[config.mk]
export PLATFORM = sky130hd
export DESIGN_NAME = add32_stream_stage_flat
export DESIGN_NICKNAME = d
export VERILOG_FILES = /design/src/rtl/add32_stream_if.sv /design/src/rtl/add32_stream_stage.sv /design/src/flat_wrapper.sv
export SDC_FILE = /design/constraint.sdc
export NUM_CORES = 1
export LEC_CHECK = 0
export ABC_CLOCK_PERIOD_IN_PS = 4050
export CAP_MARGIN = 10
export CORE_MARGIN = 1
export CORE_UTILIZATION = 42
export DETAILED_ROUTE_END_ITERATION = 10
export GPL_TIMING_DRIVEN = 0
export PLACE_DENSITY = 0.76
export SLEW_MARGIN = 20
export SYNTH_ARGS = -nofsm -noshare
export SYNTH_HDL_FRONTEND = slang
export SYNTH_SLANG_ARGS = --single-unit
[constraint.sdc]
create_clock -name clk -period 4.05 [get_ports clk]
set_input_delay 0.405 -clock clk [delete_from_list [all_inputs] [get_ports clk]]
set_output_delay 0.405 -clock clk [all_outputs]
set_load 0.01 [all_outputs]
[src/rtl/add32_stream_if.sv]
// Handshake and adder-side signal bundle for add32_stream_stage.
// Both streams use valid/ready: a transfer happens on a rising clock edge
// where valid and ready are both high. The producer holds valid and payload
// steady until that edge, and ready may depend combinationally on the
// consumer side.
interface add32_stream_if;
  // Operand stream (producer -> block)
  logic        in_valid;
  logic        in_ready;
  logic [31:0] in_a;
  logic [31:0] in_b;
  logic        in_cin;
  logic        in_acc;
  logic        acc_clr;
  // External carry-lookahead adder
  logic [31:0] add_a;
  logic [31:0] add_b;
  logic        add_cin;
  logic [31:0] add_sum;
  logic        add_cout;
  // Result stream (block -> consumer)
  logic        out_valid;
  logic        out_ready;
  logic [31:0] out_sum;
  logic        out_cout;
  logic        out_ovf;
  logic        busy;

  // Environment side: operand producer, result consumer and the adder itself
  modport master (
    output in_valid, in_a, in_b, in_cin, in_acc, acc_clr,
    input  in_ready,
    input  add_a, add_b, add_cin,
    output add_sum, add_cout,
    input  out_valid, out_sum, out_cout, out_ovf, busy,
    output out_ready
  );

  // The pipeline stage
  modport slave (
    input  in_valid, in_a, in_b, in_cin, in_acc, acc_clr,
    output in_ready,
    output add_a, add_b, add_cin,
    input  add_sum, add_cout,
    output out_valid, out_sum, out_cout, out_ovf, busy,
    input  out_ready
  );
endinterface

[src/rtl/add32_stream_stage.sv]
// Two-stage valid/ready wrapper around an external 32-bit adder.
// S1 registers operands and drives the adder; S2 captures the result with
// backpressure. A running accumulator can replace operand A, and it is
// forwarded straight from the adder output when the previous op is moving
// into S2 in the same cycle.
module add32_stream_stage (
  input  logic          clk,
  input  logic          rst_n,
  add32_stream_if.slave bus
);

  logic        r_s1_valid;
  logic [31:0] r_s1_a;
  logic [31:0] r_s1_b;
  logic        r_s1_cin;

  logic        r_s2_valid;
  logic [31:0] r_s2_sum;
  logic        r_s2_cout;
  logic        r_s2_ovf;

  logic [31:0] r_acc;

  logic        w_s1_adv;
  logic        w_in_accept;
  logic        w_out_hs;
  logic [31:0] w_op_a;
  logic        w_ovf;

  // Handshake decode, operand-A select and signed-overflow detection
  always_comb begin
    w_s1_adv    = r_s1_valid & (~r_s2_valid | bus.out_ready);
    bus.in_ready = rst_n & (~r_s1_valid | w_s1_adv);
    w_in_accept = bus.in_valid & bus.in_ready;
    w_out_hs    = r_s2_valid & bus.out_ready;
    w_op_a      = bus.in_a;
    if (bus.in_acc) begin
      // The accumulator is stale while the previous op is in the adder,
      // so take that op's sum directly when it is leaving S1 this cycle.
      w_op_a = w_s1_adv ? bus.add_sum : r_acc;
    end
    w_ovf = (r_s1_a[31] == r_s1_b[31]) & (bus.add_sum[31] != r_s1_a[31]);
  end

  // S1 operand register; payload holds while valid is low
  always_ff @(posedge clk or negedge rst_n) begin
    if (!rst_n) begin
      r_s1_valid <= 1'b0;
      r_s1_a     <= '0;
      r_s1_b     <= '0;
      r_s1_cin   <= 1'b0;
    end else if (w_in_accept) begin
      r_s1_valid <= 1'b1;
      r_s1_a     <= w_op_a;
      r_s1_b     <= bus.in_b;
      r_s1_cin   <= bus.in_cin;
    end else if (w_s1_adv) begin
      r_s1_valid <= 1'b0;
    end
  end

  // S2 result register; a new result may replace one leaving the same edge
  always_ff @(posedge clk or negedge rst_n) begin
    if (!rst_n) begin
      r_s2_valid <= 1'b0;
      r_s2_sum   <= '0;
      r_s2_cout  <= 1'b0;
      r_s2_ovf   <= 1'b0;
    end else if (w_s1_adv) begin
      r_s2_valid <= 1'b1;
      r_s2_sum   <= bus.add_sum;
      r_s2_cout  <= bus.add_cout;
      r_s2_ovf   <= w_ovf;
    end else if (w_out_hs) begin
      r_s2_valid <= 1'b0;
    end
  end

  // Accumulator follows every completed add; clear takes priority
  always_ff @(posedge clk or negedge rst_n) begin
    if (!rst_n) begin
      r_acc <= '0;
    end else if (bus.acc_clr) begin
      r_acc <= '0;
    end else if (w_s1_adv) begin
      r_acc <= bus.add_sum;
    end
  end

  assign bus.add_a     = r_s1_a;
  assign bus.add_b     = r_s1_b;
  assign bus.add_cin   = r_s1_cin;
  assign bus.out_valid = r_s2_valid;
  assign bus.out_sum   = r_s2_sum;
  assign bus.out_cout  = r_s2_cout;
  assign bus.out_ovf   = r_s2_ovf;
  assign bus.busy      = r_s1_valid | r_s2_valid;

endmodule

[src/flat_wrapper.sv]
// flat-port wrapper written by rule: the top's interface ports become plain ports
module add32_stream_stage_flat 
  (clk, rst_n, bus_in_valid, bus_in_a, bus_in_b, bus_in_cin, bus_in_acc, bus_acc_clr, bus_in_ready, bus_add_a, bus_add_b, bus_add_cin, bus_add_sum, bus_add_cout, bus_out_valid, bus_out_sum, bus_out_cout, bus_out_ovf, bus_busy, bus_out_ready);
  add32_stream_if bus_i ();
  input  logic clk;
  input  logic rst_n;
  input wire logic [$bits(bus_i.in_valid)-1:0] bus_in_valid;
  input wire logic [$bits(bus_i.in_a)-1:0] bus_in_a;
  input wire logic [$bits(bus_i.in_b)-1:0] bus_in_b;
  input wire logic [$bits(bus_i.in_cin)-1:0] bus_in_cin;
  input wire logic [$bits(bus_i.in_acc)-1:0] bus_in_acc;
  input wire logic [$bits(bus_i.acc_clr)-1:0] bus_acc_clr;
  output wire logic [$bits(bus_i.in_ready)-1:0] bus_in_ready;
  output wire logic [$bits(bus_i.add_a)-1:0] bus_add_a;
  output wire logic [$bits(bus_i.add_b)-1:0] bus_add_b;
  output wire logic [$bits(bus_i.add_cin)-1:0] bus_add_cin;
  input wire logic [$bits(bus_i.add_sum)-1:0] bus_add_sum;
  input wire logic [$bits(bus_i.add_cout)-1:0] bus_add_cout;
  output wire logic [$bits(bus_i.out_valid)-1:0] bus_out_valid;
  output wire logic [$bits(bus_i.out_sum)-1:0] bus_out_sum;
  output wire logic [$bits(bus_i.out_cout)-1:0] bus_out_cout;
  output wire logic [$bits(bus_i.out_ovf)-1:0] bus_out_ovf;
  output wire logic [$bits(bus_i.busy)-1:0] bus_busy;
  input wire logic [$bits(bus_i.out_ready)-1:0] bus_out_ready;
  assign bus_i.in_valid = bus_in_valid;
  assign bus_i.in_a = bus_in_a;
  assign bus_i.in_b = bus_in_b;
  assign bus_i.in_cin = bus_in_cin;
  assign bus_i.in_acc = bus_in_acc;
  assign bus_i.acc_clr = bus_acc_clr;
  assign bus_in_ready = bus_i.in_ready;
  assign bus_add_a = bus_i.add_a;
  assign bus_add_b = bus_i.add_b;
  assign bus_add_cin = bus_i.add_cin;
  assign bus_i.add_sum = bus_add_sum;
  assign bus_i.add_cout = bus_add_cout;
  assign bus_out_valid = bus_i.out_valid;
  assign bus_out_sum = bus_i.out_sum;
  assign bus_out_cout = bus_i.out_cout;
  assign bus_out_ovf = bus_i.out_ovf;
  assign bus_busy = bus_i.busy;
  assign bus_i.out_ready = bus_out_ready;
  add32_stream_stage u_core (.clk(clk), .rst_n(rst_n), .bus(bus_i));
endmodule
# ---- Word-level counts from Yosys, hierarchy flattened
# Cells that the tools add are included.
# W data, S select, Z words.
dict set report totals {
  word_cells 30
  output_inout_bits 102
  n_memories 0
  ff_bits 133
  mem_bits_rw 0
  rom_bits 0
  latch_bits 0
}
dict set report op_classes {
  n_lt_le_gt_ge 0
  shifts 0
  div 0
  muxes 7
  multipliers 0
  add_sub_neg 0
  reduce_logical 2
  bitwise 10
  eq_ne 2
}
# operator count
set ops {}
lappend ops {{$mux W32} 3}
lappend ops {{$and A1 B1 Y1} 5}
lappend ops {{$mux W1} 4}
lappend ops {{$reduce_bool A2 Y1} 2}
lappend ops {{$or A1 B1 Y1} 3}
lappend ops {{$not A1 Y1} 2}
lappend ops {{$eq A1 B1 Y1} 1}
lappend ops {{$ne A1 B1 Y1} 1}

# ---- Depth between registers and ports, before layout
dict set report logic_depth {
  word_depth 7
  mapped_depth 7
}

# ---- Worst setup path before layout
# No wires, ideal clock.
dict set report synth_path {
  path_type {reg2reg}
  from {reg u_core.r_s2_valid, in the netlist u_core.bus.out_valid}
  to {reg u_core.r_s2_sum[10], in the netlist u_core.bus.out_sum[10]}
  arrival_time_ps 1298
  synth_period_minus_slack_ps 1416
  stages_incl_launch_ff 8
  setup_slack_ps 2634
  path_buffers 3
  path_cell_list {dfrtp_1 -> and2b_4 -> nand2b_1 -> buf_6 -> buf_4 -> buf_4 -> nand2_1 -> nand2_1}
}
dict set report synth_via {
  elab_chain_len 3
}
# item line
set synth_rtl {}
lappend synth_rtl {{start, declared} add32_stream_stage.sv:17} ;# logic r_s2_valid;
lappend synth_rtl {{start signal, assigned} add32_stream_stage.sv:65} ;# r_s2_valid <= 1'b0;
lappend synth_rtl {{start signal, assigned} add32_stream_stage.sv:70} ;# r_s2_valid <= 1'b1;
lappend synth_rtl {{start signal, assigned} add32_stream_stage.sv:75} ;# r_s2_valid <= 1'b0;
lappend synth_rtl {{$not A1 Y1} add32_stream_stage.sv:32} ;# w_s1_adv = r_s1_valid & (~r_s2_valid | bus.out_ready);
lappend synth_rtl {{$or A1 B1 Y1} add32_stream_stage.sv:32}
lappend synth_rtl {{$and A1 B1 Y1} add32_stream_stage.sv:32}
lappend synth_rtl {{end signal, assigned} add32_stream_stage.sv:71} ;# r_s2_sum <= bus.add_sum;
lappend synth_rtl {{end, declared} add32_stream_stage.sv:18} ;# logic [31:0] r_s2_sum;
# Every way passes these cells.
# A chain may end at the register's enable or synchronous reset.

# ---- Worst setup path after layout
dict set report layout_path {
  from {in rst_n}
  to {out bus_in_ready}
}
dict set report layout_via {
  elab_chain_len 1
}
# item line
set layout_rtl {}
lappend layout_rtl {{start, declared} flat_wrapper.sv:6} ;# input logic rst_n;
lappend layout_rtl {{$and A1 B1 Y1} add32_stream_stage.sv:33} ;# bus.in_ready = rst_n & (~r_s1_valid | w_s1_adv);
lappend layout_rtl {{end, declared} flat_wrapper.sv:13} ;# output wire logic [$bits(bus_i.in_ready)-1:0] bus_in_ready;
# Every way passes these cells.

==> flow_metrics.env <==
export IMPL_synthesis_nets=682
export IMPL_clock_net_sink_count=133
export IMPL_ys_seq_elements=133
export IMPL_setup_violations_final=0
export IMPL_multi_input_area_um2=2290
export IMPL_first_global_vias=5223
export IMPL_timing_critical_path_arrival_ns=2.15
export IMPL_clock_skew_ns=0.00651
export IMPL_grt_pass1_wl_mm=26.6
export IMPL_portion_of_the_post_synthesis_area_used_by_sequential_elements=0.567
export IMPL_worst_ir_drop_vdd_mv=0.283
export IMPL_hold_path_class="register to register"
export IMPL_synth_area_leaders="dfrtp_1 57%, nand2_1 13%, o31ai_2 6.4%"
export IMPL_design_die_area_um2=14400
export IMPL_routed_wire_length_per_instance_um=16.6
export IMPL_fin_util=0.658
export IMPL_final_design_area_excluding_fillers_um2=8860
export IMPL_drc_errors=0
export IMPL_rsz0062_at_grt="false"
export IMPL_placed_cells=959
export IMPL_die_width_um=120
export IMPL_post_place_ws_ns=1.93
export IMPL_worst_slew_pin_transition_ns=0.544
export IMPL_viasPerCell=5.12
export IMPL_dr_iter_0_viols=275
export IMPL_cts_htree_levels=4
export IMPL_layout_cells_non_filler=992
export IMPL_number_of_antenna_violations_at_the_first_check_in_global_routing=0
export IMPL_worst_path_class_setup="input port to output port"
export IMPL_core_um2=13500
export IMPL_synth_area_per_cell_um2=10.2
export IMPL_final_nets=907
export IMPL_fin_crit_ns=2.56
export IMPL_fmax_ghz=0.391
export IMPL_endpoint_kind_of_the_worst_setup_timing_path="output port"
export IMPL_synthToLayoutAreaGrowth_pct=50.9
export IMPL_dr_pass1_iters=4
export IMPL_netlist_area_leader_share=0.567
export IMPL_placed_area_um2=8160
export IMPL_synth_commonest_cells="198 x nand2_1, 133 x dfrtp_1, 35 x a21oi_1, 34 x nor2_1, 33 x o21ai_0"
export IMPL_portBuffers=204
export IMPL_overflow=0
export IMPL_pin_count_of_the_biggest_net_entering_global_routing=75
export IMPL_post_synth_top_count_cell="nand2_1"
export IMPL_dr_vias=5079
export IMPL_timing_final_hold_violations=0
export IMPL_antennaDiodeCount=0
export IMPL_postSynth_topFlopCell="dfrtp_1"
export IMPL_yosys_mux_area_fraction=0.0633
export IMPL_final_layout_size_suffix_gt1_frac=0.185
export IMPL_synth_edff_count=0
export IMPL_start_kind="input port"
export IMPL_worst_path_largest_cell_delay_ns=0.56
export IMPL_crit_path_max_fanout=62
export IMPL_worst_skew_pair_late_latency_ns=0.42
export IMPL_number_of_placed_i_o_pins=206
export IMPL_report_final_slew_viol_count=0
export IMPL_post_synth_instance_area_um2=5870
export IMPL_clk_transition_reported_paths_ns=0.05
export IMPL_finalWeightedCongestion=0.801
export IMPL_combinational_family_with_the_most_area_after_synthesis="compound AO/OA/AOI/OAI gates"
export IMPL_yosysTopAreaCell="dfrtp_1"
export IMPL_synth_warnings=0
export IMPL_dp_hpwl_mm=11.7
export IMPL_min_period_over_period=0.632
export IMPL_wirelength_mm=16.4
export IMPL_synth_cell_type_count=22
export IMPL_max_slew_margin_rel=0.637
export IMPL_timing_final_ws_setup_ns=1.49
export IMPL_synth_compound_gate_area_share=0.169
export IMPL_asyncSetResetFlopFracSynth=1.00
export IMPL_groute_usage_overall=0.241
export IMPL_floorplan_die_height_um=120
export IMPL_synth_simple_area_share=0.158
export IMPL_xor_xnor_portion_of_the_synthesized_cell_area=0
export IMPL_outcome="complete, no violations"
export IMPL_required_ns=3.64
export IMPL_ff_latch_area_um2=3330
export IMPL_cap_violations=0
export IMPL_netlist_instances=578
export IMPL_floorplan_initialDensity=0.436
export IMPL_total_power_mw=4.50
export IMPL_power_static_leakage_nw=3.86
export IMPL_rows=42
export IMPL_worst_path_max_delay_cell="dlygate4sd3_1"
export IMPL_numCtsBuffers=17
export IMPL_crit_chain="dlygate4sd3_1 -> buf_8 -> and2_1 -> clkdlybuf4s50_1"
export IMPL_pwr_density_cell_nw_per_um2=508
export IMPL_number_of_fill_cells_in_the_layout=1080
export IMPL_cts_root_buf="clkbuf_16"
export IMPL_drtAntennaViolNets=0
export IMPL_synth_adder_area_share=0
export IMPL_tritoncts="done"
export IMPL_cts_root_to_sink_buffers=2
[metrics by stage]
| step | TNS, ns | hold slack (ns) |
|---|---|---|
| global route | 0 | 0.500 |
| CTS | 0 | 0.481 |
| global placement | -584.27 | 0.463 |
| finish | 0 | 0.479 |
| floorplan | 0 | 0.109 |
| detailed placement | 0 | 0.374 |
[flip-flops by register name, indices dropped and copies added (netlist names)]
name                  cells
u_core.bus.add_a         32
u_core.bus.add_b         32
u_core.bus.out_sum       32
u_core.r_acc             32
u_core.bus.add_cin        1
u_core.bus.out_cout       1
u_core.bus.out_ovf        1
u_core.bus.out_valid      1
u_core.r_s1_valid         1
[logic make-up (layout without fill, tap and decap cells)]
kind of cell           after synthesis  count (layout)
multiplexers                        33              33
flip-flops                         133             133
buffers and inverters               42             280
AO/OA/AOI/OAI                      130             130
AND/OR/NAND/NOR                    240             240
[critical path: cells and delay by family]
family,cells,cell delay (ns)
buffers and inverters,3,1.50
and+or+nand+nor,1,0.20
[cell type report]
cell class	instances	area share
plain buffers	42	0.0276
clock buffers	24	0.0555
clock inverters	8	0.0218
multi-input cells	403	0.259
flip-flops and latches	133	0.376
well taps	176	0.0249
repair buffers	206	0.235
[layer usage]
metal / share of wire / up-vias / global-route usage
li1: - / 2373 / -
met1: 0.42 / 2461 / 0.300
met2: 0.47 / 215 / 0.380
met3: 0.087 / 30 / 0.0745
met4: 0.026 / 0 / 0.116
met5: 0 / - / 0
[power breakdown]
group          internal (mW)  leakage, nW  switching (mW)
clock network           1.22        0.331           0.555
logic                  0.585         1.86           0.479
registers               1.54         1.67           0.121
[layout by cell type (no fill, tap or decap), drive strengths merged]
cell type / Yosys / layout
clkinvlp: 0 / 1
and2b: 1 / 1
bufinv: 0 / 6
clkinv: 0 / 1
a21oi: 65 / 65
mux2: 33 / 33
dfrtp: 133 / 133
o21ai: 33 / 33
and2: 1 / 1
nor2: 34 / 34
dlygate4sd3: 0 / 1
nand2b: 1 / 1
clkbuf: 14 / 38
nand3: 1 / 1
o31ai: 32 / 32
nand2: 198 / 198
nor2b: 1 / 1
nand3b: 1 / 1
buf: 28 / 30
clkdlybuf4s50: 0 / 203
or2: 2 / 2
[what timing repair did]
item / 4_1_cts / 5_1_grt
resized for setup: 0 / 0
hold buffers: 1 / 0
buffers inserted: 0 / 0
hold endpoints to repair: 59 / 0
[path summary, 6_finish.rpt]
check	startpoint	end	slack, ns	cells past startpoint
max	rst_n	bus_in_ready	1.49	4
min	u_core.bus.out_sum[20]	u_core.bus.out_sum[20]	0.48	2
max reg2reg	u_core.r_s1_valid	u_core.bus.add_a[13]	2.26	7
min reg2reg	u_core.bus.out_sum[20]	u_core.bus.out_sum[20]	0.48	2
max in group asynchronous	rst_n	u_core.bus.add_b[12]	2.83	3
min in group asynchronous	rst_n	u_core.bus.add_a[16]	0.52	2
(Power assumes the default switching activity.)
